File: config.mk
export PLATFORM = sky130hd
export DESIGN_NAME = rename_regfile_flat
export DESIGN_NICKNAME = d
export VERILOG_FILES = /design/src/rtl/rename_regfile_pkg.sv /design/src/rtl/rename_regfile_if.sv /design/src/rtl/rename_regfile_rf_read_port.sv /design/src/rtl/rename_regfile.sv /design/src/flat_wrapper.sv
export SDC_FILE = /design/constraint.sdc
export NUM_CORES = 2
export LEC_CHECK = 0
export BUFFER_PORTS_ARGS = -buffer_cell sky130_fd_sc_hd__buf_2
export CAP_MARGIN = 20
export CORE_ASPECT_RATIO = 1.75
export CORE_MARGIN = 3
export CORE_UTILIZATION = 40
export DETAILED_ROUTE_END_ITERATION = 16
export PLACE_DENSITY = 0.56
export SYNTH_ARGS = -nofsm -noshare
export SYNTH_HDL_FRONTEND = slang
export SYNTH_SLANG_ARGS = --single-unit
File: constraint.sdc
create_clock -name clk -period 4.8 [get_ports clk]
set_input_delay 0.24 -clock clk [delete_from_list [all_inputs] [get_ports clk]]
set_output_delay 0.24 -clock clk [all_outputs]
set_load 0.05 [all_outputs]
File: src/rtl/rename_regfile_pkg.sv
// Shared types for the rename register file.
// cdb_data/TAG_W live in tomasula_types; op_t in rv32i_types.
package tomasula_types;
  localparam int TAG_W = 3;
  localparam int XLEN  = 32;

  typedef struct packed {
    logic             valid;
    logic [TAG_W-1:0] tag;
    logic [XLEN-1:0]  data;
  } cdb_data;

  function automatic logic [5:0] popcount32(input logic [31:0] v);
    logic [5:0] n;
    n = '0;
    for (int i = 0; i < 32; i++) n = n + {5'd0, v[i]};
    return n;
  endfunction
endpackage


File: src/rtl/rename_regfile_if.sv
// ROB / dispatch / operand-read bundle for rename_regfile.
// master = ROB+dispatch side, slave = register file.
interface rename_regfile_if #(
  parameter int XLEN  = 32,
  parameter int TAG_W = 3
);
  import tomasula_types::*;

  logic             regfile_allocate;
  logic [4:0]       alloc_rd;
  logic [TAG_W-1:0] alloc_tag;
  logic             regfile_load;
  logic [4:0]       commit_rd;
  logic [TAG_W-1:0] commit_tag;
  logic [XLEN-1:0]  commit_data;
  logic             ld_commit_sel;
  logic [XLEN-1:0]  dmem_rdata;
  cdb_data          cdb;
  logic             flush;
  logic [4:0]       rs1_idx;
  logic [4:0]       rs2_idx;
  logic [XLEN-1:0]  rs1_data;
  logic [XLEN-1:0]  rs2_data;
  logic [TAG_W-1:0] rs1_tag;
  logic [TAG_W-1:0] rs2_tag;
  logic             rs1_ready;
  logic             rs2_ready;
  logic [4:0]       st_commit;
  logic [XLEN-1:0]  st_data;
  logic [5:0]       inflight_cnt;

  modport master (
    output regfile_allocate, alloc_rd, alloc_tag,
    output regfile_load, commit_rd, commit_tag,
    output commit_data, ld_commit_sel, dmem_rdata,
    output cdb, flush, rs1_idx, rs2_idx, st_commit,
    input  rs1_data, rs2_data, rs1_tag, rs2_tag,
    input  rs1_ready, rs2_ready, st_data, inflight_cnt
  );

  modport slave (
    input  regfile_allocate, alloc_rd, alloc_tag,
    input  regfile_load, commit_rd, commit_tag,
    input  commit_data, ld_commit_sel, dmem_rdata,
    input  cdb, flush, rs1_idx, rs2_idx, st_commit,
    output rs1_data, rs2_data, rs1_tag, rs2_tag,
    output rs1_ready, rs2_ready, st_data, inflight_cnt
  );
endinterface

File: src/rtl/rename_regfile_rf_read_port.sv
// One combinational operand read port with x0 rule.
// Define RENAME_REGFILE_CDB_BYPASS_EN to forward matching CDB data.
module rf_read_port
  import tomasula_types::*;
#(
  parameter int NUM_REGS = 32,
  parameter int XLEN     = 32,
  parameter int TAG_W    = 3
) (
  input  logic [4:0]                     idx,
  input  logic [NUM_REGS-1:0][XLEN-1:0]  regs_data,
  input  logic [NUM_REGS-1:0]            regs_busy,
  input  logic [NUM_REGS-1:0][TAG_W-1:0] regs_tag,
  input  cdb_data                        cdb,
  output logic [XLEN-1:0]                data,
  output logic [TAG_W-1:0]               tag,
  output logic                           ready
);
`ifndef RENAME_REGFILE_CDB_BYPASS_EN
  logic unused_cdb;
  assign unused_cdb = ^cdb;
`endif

  always_comb begin
    data  = regs_data[idx];
    ready = 1'b1;
    tag   = '0;
    if (regs_busy[idx]) begin
      ready = 1'b0;
      tag   = regs_tag[idx];
`ifdef RENAME_REGFILE_CDB_BYPASS_EN
      if (cdb.valid && cdb.tag == regs_tag[idx]) begin
        data  = cdb.data;
        ready = 1'b1;
        tag   = '0;
      end
`endif
    end
    if (idx == 5'd0) begin
      data  = '0;
      ready = 1'b1;
      tag   = '0;
    end
  end
endmodule

File: src/rtl/rename_regfile.sv
// Architectural regfile with per-register rename busy/tag state.
// Optional CDB read bypass: RENAME_REGFILE_CDB_BYPASS_EN.
module rename_regfile
  import tomasula_types::*;
#(
  parameter int NUM_REGS = 32,
  parameter int XLEN     = 32,
  parameter int TAG_W    = 3
) (
  input logic       clk,
  input logic       rst,
  rename_regfile_if.slave rf
);
  logic [NUM_REGS-1:0][XLEN-1:0]  data_q;
  logic [NUM_REGS-1:0]            busy_q;
  logic [NUM_REGS-1:0][TAG_W-1:0] tag_q;
  logic [XLEN-1:0]                st_q;
  logic [XLEN-1:0]                wdata;
  logic                           do_alloc;
  logic                           do_commit;
  logic                           tag_hit;

  assign wdata = rf.ld_commit_sel ? rf.dmem_rdata
                                  : rf.commit_data;
  assign do_alloc  = rf.regfile_allocate
                   && rf.alloc_rd != 5'd0;
  assign do_commit = rf.regfile_load
                   && rf.commit_rd != 5'd0;
  assign tag_hit   = busy_q[rf.commit_rd]
                   && tag_q[rf.commit_rd] == rf.commit_tag;

  always_ff @(posedge clk) begin
    if (rst) begin
      data_q <= '0;
      busy_q <= '0;
      tag_q  <= '0;
      st_q   <= '0;
    end else begin
      st_q <= (rf.st_commit == 5'd0) ? '0
                                     : data_q[rf.st_commit];
      if (do_commit)
        data_q[rf.commit_rd] <= wdata;
      if (rf.flush) begin
        busy_q <= '0;
        tag_q  <= '0;
      end else begin
        if (do_commit && tag_hit)
          busy_q[rf.commit_rd] <= 1'b0;
        // allocate after commit so a same-rd rename wins
        if (do_alloc) begin
          busy_q[rf.alloc_rd] <= 1'b1;
          tag_q[rf.alloc_rd]  <= rf.alloc_tag;
        end
      end
    end
  end

  assign rf.st_data      = st_q;
  assign rf.inflight_cnt = popcount32(busy_q);

  rf_read_port #(
    .NUM_REGS(NUM_REGS), .XLEN(XLEN), .TAG_W(TAG_W)
  ) u_rs1 (
    .idx       (rf.rs1_idx),
    .regs_data (data_q),
    .regs_busy (busy_q),
    .regs_tag  (tag_q),
    .cdb       (rf.cdb),
    .data      (rf.rs1_data),
    .tag       (rf.rs1_tag),
    .ready     (rf.rs1_ready)
  );

  rf_read_port #(
    .NUM_REGS(NUM_REGS), .XLEN(XLEN), .TAG_W(TAG_W)
  ) u_rs2 (
    .idx       (rf.rs2_idx),
    .regs_data (data_q),
    .regs_busy (busy_q),
    .regs_tag  (tag_q),
    .cdb       (rf.cdb),
    .data      (rf.rs2_data),
    .tag       (rf.rs2_tag),
    .ready     (rf.rs2_ready)
  );
endmodule

File: src/flat_wrapper.sv
// flat-port wrapper written by rule: the top's interface ports become plain ports
module rename_regfile_flat import tomasula_types::*;
#(
  parameter int NUM_REGS = 32,
  parameter int XLEN     = 32,
  parameter int TAG_W    = 3
)
  (clk, rst, rf_regfile_allocate, rf_alloc_rd, rf_alloc_tag, rf_regfile_load, rf_commit_rd, rf_commit_tag, rf_commit_data, rf_ld_commit_sel, rf_dmem_rdata, rf_cdb, rf_flush, rf_rs1_idx, rf_rs2_idx, rf_st_commit, rf_rs1_data, rf_rs2_data, rf_rs1_tag, rf_rs2_tag, rf_rs1_ready, rf_rs2_ready, rf_st_data, rf_inflight_cnt);
  rename_regfile_if #(.XLEN(XLEN), .TAG_W(TAG_W)) rf_i ();
  input logic clk;
  input logic rst;
  input wire logic [$bits(rf_i.regfile_allocate)-1:0] rf_regfile_allocate;
  input wire logic [$bits(rf_i.alloc_rd)-1:0] rf_alloc_rd;
  input wire logic [$bits(rf_i.alloc_tag)-1:0] rf_alloc_tag;
  input wire logic [$bits(rf_i.regfile_load)-1:0] rf_regfile_load;
  input wire logic [$bits(rf_i.commit_rd)-1:0] rf_commit_rd;
  input wire logic [$bits(rf_i.commit_tag)-1:0] rf_commit_tag;
  input wire logic [$bits(rf_i.commit_data)-1:0] rf_commit_data;
  input wire logic [$bits(rf_i.ld_commit_sel)-1:0] rf_ld_commit_sel;
  input wire logic [$bits(rf_i.dmem_rdata)-1:0] rf_dmem_rdata;
  input wire logic [$bits(rf_i.cdb)-1:0] rf_cdb;
  input wire logic [$bits(rf_i.flush)-1:0] rf_flush;
  input wire logic [$bits(rf_i.rs1_idx)-1:0] rf_rs1_idx;
  input wire logic [$bits(rf_i.rs2_idx)-1:0] rf_rs2_idx;
  input wire logic [$bits(rf_i.st_commit)-1:0] rf_st_commit;
  output wire logic [$bits(rf_i.rs1_data)-1:0] rf_rs1_data;
  output wire logic [$bits(rf_i.rs2_data)-1:0] rf_rs2_data;
  output wire logic [$bits(rf_i.rs1_tag)-1:0] rf_rs1_tag;
  output wire logic [$bits(rf_i.rs2_tag)-1:0] rf_rs2_tag;
  output wire logic [$bits(rf_i.rs1_ready)-1:0] rf_rs1_ready;
  output wire logic [$bits(rf_i.rs2_ready)-1:0] rf_rs2_ready;
  output wire logic [$bits(rf_i.st_data)-1:0] rf_st_data;
  output wire logic [$bits(rf_i.inflight_cnt)-1:0] rf_inflight_cnt;
  assign rf_i.regfile_allocate = rf_regfile_allocate;
  assign rf_i.alloc_rd = rf_alloc_rd;
  assign rf_i.alloc_tag = rf_alloc_tag;
  assign rf_i.regfile_load = rf_regfile_load;
  assign rf_i.commit_rd = rf_commit_rd;
  assign rf_i.commit_tag = rf_commit_tag;
  assign rf_i.commit_data = rf_commit_data;
  assign rf_i.ld_commit_sel = rf_ld_commit_sel;
  assign rf_i.dmem_rdata = rf_dmem_rdata;
  assign rf_i.cdb = rf_cdb;
  assign rf_i.flush = rf_flush;
  assign rf_i.rs1_idx = rf_rs1_idx;
  assign rf_i.rs2_idx = rf_rs2_idx;
  assign rf_i.st_commit = rf_st_commit;
  assign rf_rs1_data = rf_i.rs1_data;
  assign rf_rs2_data = rf_i.rs2_data;
  assign rf_rs1_tag = rf_i.rs1_tag;
  assign rf_rs2_tag = rf_i.rs2_tag;
  assign rf_rs1_ready = rf_i.rs1_ready;
  assign rf_rs2_ready = rf_i.rs2_ready;
  assign rf_st_data = rf_i.st_data;
  assign rf_inflight_cnt = rf_i.inflight_cnt;
  rename_regfile #(.NUM_REGS(NUM_REGS), .XLEN(XLEN), .TAG_W(TAG_W)) u_core (.clk(clk), .rst(rst), .rf(rf_i));
endmodule
==> out/metrics.yaml <==
grt:
  grt_pass1_wl_microns: 372300
  grt_overflow: 0
  grt_pass1_vias: 53981
  grt_max_degree: 213
  grtUsageTotal_pct: 28.23
  antenna_found_initial: 2
power_and_ir_drop:
  peakVddDrop_uv: 267.6
  p_leak_uw: 0.02450
  powerDensity_mw_per_mm2: 298.0
sta:
  slew-limit-headroom_pct: 20.39
  grt_setup_unrepaired: "yes"
  tightest_slew_ns: 1.194
  fmax_mhz: 172.4
  finalSetupViolations: 6
  finalHoldViolations: 0
  skew_ns: 0.03937
  fin_crit_sh_pct: 120.8
  final.min_clock_period_ns: 5.800
  fin_ws_ns: -1.000
  tns_ns: -4.578
  slew_viol_final: 0
clocking:
  clock_latency_ns: 0.76
  cts_buffer_depth: 3
  htreeDepth: 3
  cts_tree: "done"
  cts_num_sinks: 1184
  cts_root_buf: "clkbuf_16"
  clk_pin_slew_worst_paths_ns: 0.06
  numCtsBuffers: 115
floorplanning:
  rows: 199
  die_w_microns: 317.7
  dieArea_sq_mm: 0.1752
  die_h_microns: 551.5
  start_util_pct: 40.36
  io_pins: 247
  core_sq_mm: 0.1686
logic_synthesis:
  syn_avg_cell_area_sq_um: 10.75
  yosysWarnings: 0
  syn-num-nets: 6496
  synth_seq_cells: 1184
  synthArstFlopShare_pct: 0
  seq_area_frac_synth_pct: 34.84
  syn_area_sq_mm: 0.06803
  synthCells: 6327
  synth_edf_count: 0
  synth-main-ff-cell: "dfxtp_1"
  ys_types: 52
placed_design:
  port_buffers: 210
  routabilityCongestion: 0.8915
  dp_cells: 8163
  hpwl_microns: 149400
final_layout:
  final_cell_mix: "1211 x nor2_1, 1182 x dfxtp_1, 993 x a211oi_1, 855 x mux4_2, 362 x mux2i_1"
  drive_gt1_share_pct: 26.21
  n_fill_cell: 15567
  final-instance-count-excl-fill: 8391
  final_common_cell: "nor2_1"
  synthToLayoutAreaGrowth_pct: 11.37
  nets: 6247
critical_path:
  crit_path_end: "rf_inflight_cnt[4]"
  end_kind: "output port"
  r2r_start: "u_core.tag_q[29]"
  r2r-end: "u_core.busy_q[1]"
  crit_path_max_fanout: 2
  start_kind: "flop"
  reg2reg_depth: 8
  crit_type: "reg -> out"
  arrival_ns: 5.56
  worstPathRequired_ns: 4.56
  startpoint: "u_core.busy_q[1]"
  rrSetupSlack_ns: 1.80
detailed_routing:
  drt_wl_total_microns: 253300
  avgRoutedWirePerCell_microns: 30.19
  drc_errors: 0
  detail_route.iter0.violations: 5338
  dr.pass1.iters: 5
  vias_per_cell: 6.539
  vias: 54866
  ant_nets: 0
job:
  cap_violations: 0
outcome:
  status: "complete, but fails checks"
  violations: "setup timing"
worst_hold_path:
  worstHoldPathType: "in -> reg"
## critical path, stage by stage, from the launching register on
cell and delay, ns:
dfxtp_2 0.33, ha_4 0.26, inv_2 0.03, fa_1 0.49, fa_1 0.42, fa_1 0.51
fa_1 0.44, fa_1 0.53, fa_1 0.43, fa_2 0.38, fa_2 0.40, inv_1 0.06
a21o_1 0.13, a21oi_2 0.09, xnor2_4 0.16, buf_6 0.17
## report_power, final
group	switching (uW)	total, uW	internal [uW]
logic	1720	2590	868
registers	109	10100	9940
clock network	4280	9940	5650
total	6110	22600	16500
## synthesized netlist by cell type, types with 2 or more instances
| cell | number | share of area [%] |
|---|---|---|
| nand2_1 | 73 | 0.40 |
| dfxtp_1 | 1184 | 35 |
| a31oi_1 | 7 | 0.064 |
| and3_1 | 9 | 0.083 |
| nor3_1 | 46 | 0.34 |
| and3b_1 | 4 | 0.051 |
| o221ai_1 | 67 | 0.86 |
| nand3_1 | 21 | 0.15 |
| nor2_1 | 1244 | 6.9 |
| buf_2 | 111 | 0.82 |
| nand3b_1 | 10 | 0.11 |
| mux4_2 | 855 | 28 |
| inv_1 | 63 | 0.35 |
| or2_2 | 2 | 0.018 |
| buf_6 | 5 | 0.083 |
| nand2b_1 | 4 | 0.037 |
| or3b_2 | 2 | 0.026 |
| a211oi_1 | 993 | 11 |
| o21ai_0 | 101 | 0.74 |
| xnor2_1 | 2 | 0.026 |
| mux2i_1 | 394 | 5.8 |
| a41oi_1 | 4 | 0.051 |
| buf_4 | 3 | 0.033 |
| a21oi_1 | 204 | 1.5 |
| nor3b_1 | 6 | 0.066 |
| mux2_2 | 70 | 1.2 |
| or4_1 | 2 | 0.022 |
| fa_1 | 24 | 0.71 |
| a41oi_2 | 14 | 0.33 |
| xor2_1 | 3 | 0.039 |
| o22ai_1 | 77 | 0.71 |
| buf_1 | 182 | 1.0 |
| nor2b_1 | 35 | 0.32 |
| or3_1 | 3 | 0.028 |
| clkbuf_1 | 468 | 2.6 |
| and2_1 | 4 | 0.037 |
| or3b_1 | 2 | 0.026 |
| a221oi_1 | 8 | 0.10 |
| ha_1 | 8 | 0.15 |
## routing by layer
| layer | track usage, % | up-vias | share of wire (%) |
|---|---|---|---|
| met3 | 4.034 | 669 | 7.2 |
| met4 | 15.78 | 0 | 6.2 |
| li1 | - | 24041 | - |
| met2 | 47.65 | 2616 | 49 |
| met1 | 34.80 | 27540 | 38 |
| met5 | 0 | - | 0 |
## registers in the layout, indices dropped and copies added, names as in the netlist
signal,count
u_core.data_q,1024
u_core.rf.st_data,32
u_core.tag_q,96
u_core.busy_q,32
## through the flow
step,cell area [sq um],hold WS (ns),setup WS [ns],power [uW],util [%]
after floorplan,68060,0.3875,-0.2238,11950,-
after global placement,71480,0.4614,-0.3824,12800,42.40
after detailed placement,71480,0.4737,-0.3847,12820,42.40
after CTS,75620,0.002081,-1.104,22680,44.86
after global routing,75760,0.05486,-1.197,23180,44.94
final,75760,0.05179,-1.000,22580,44.94
## repair_timing
action / in CTS / in global routing
endpoints found under the hold margin: 6 / 0
endpoints found under the setup margin: 6 / 6
buffers inserted: 0 / 1
pin swaps: 0 / 1
hold buffers: 3 / 0
resized for setup: 9 / 7
## final cells by class
| type | count | area (sq um) | share of cell area [%] |
|---|---|---|---|
| Antenna cell | 3 | 7.507 | 0.009909 |
| Timing Repair Buffer | 404 | 3396 | 4.482 |
| Clock inverter | 44 | 649.4 | 0.8571 |
| Clock buffer | 172 | 3433 | 4.532 |
| Tap cell | 2211 | 2766 | 3.652 |
| Sequential cell | 1184 | 23710 | 31.29 |
| Multi-Input combinational cell | 4310 | 41570 | 54.87 |
| Inverter | 63 | 236.5 | 0.3121 |
## how the worst min path moves through the flow
stage / startpoint / to / cells after the start
final: rf_alloc_tag[2] / u_core.tag_q[32] / 3
after global routing: rf_alloc_rd[4] / u_core.tag_q[23] / 5
after CTS: rf_flush / u_core.busy_q[9] / 5
after detailed placement: u_core.tag_q[55] / u_core.tag_q[55] / 2
after global placement: u_core.tag_q[55] / u_core.tag_q[55] / 2
after floorplan: rf_alloc_tag[1] / u_core.tag_q[58] / 2
## logic make-up (layout without fill, tap and decap cells)
kind of cell	after synthesis	count (layout)	share of synthesized area [%]
AO/OA/AOI/OAI	1484	1484	15.46
XOR/XNOR	5	5	0.06439
adder cells (fa/ha/maj)	32	32	0.8534
buffers and inverters	833	683	4.889
flip-flops	1184	1184	34.84
multiplexers	1319	1319	35.26
other	0	3	0
AND/OR/NAND/NOR	1470	1470	8.623
Power figures use the tool's default switching activity.
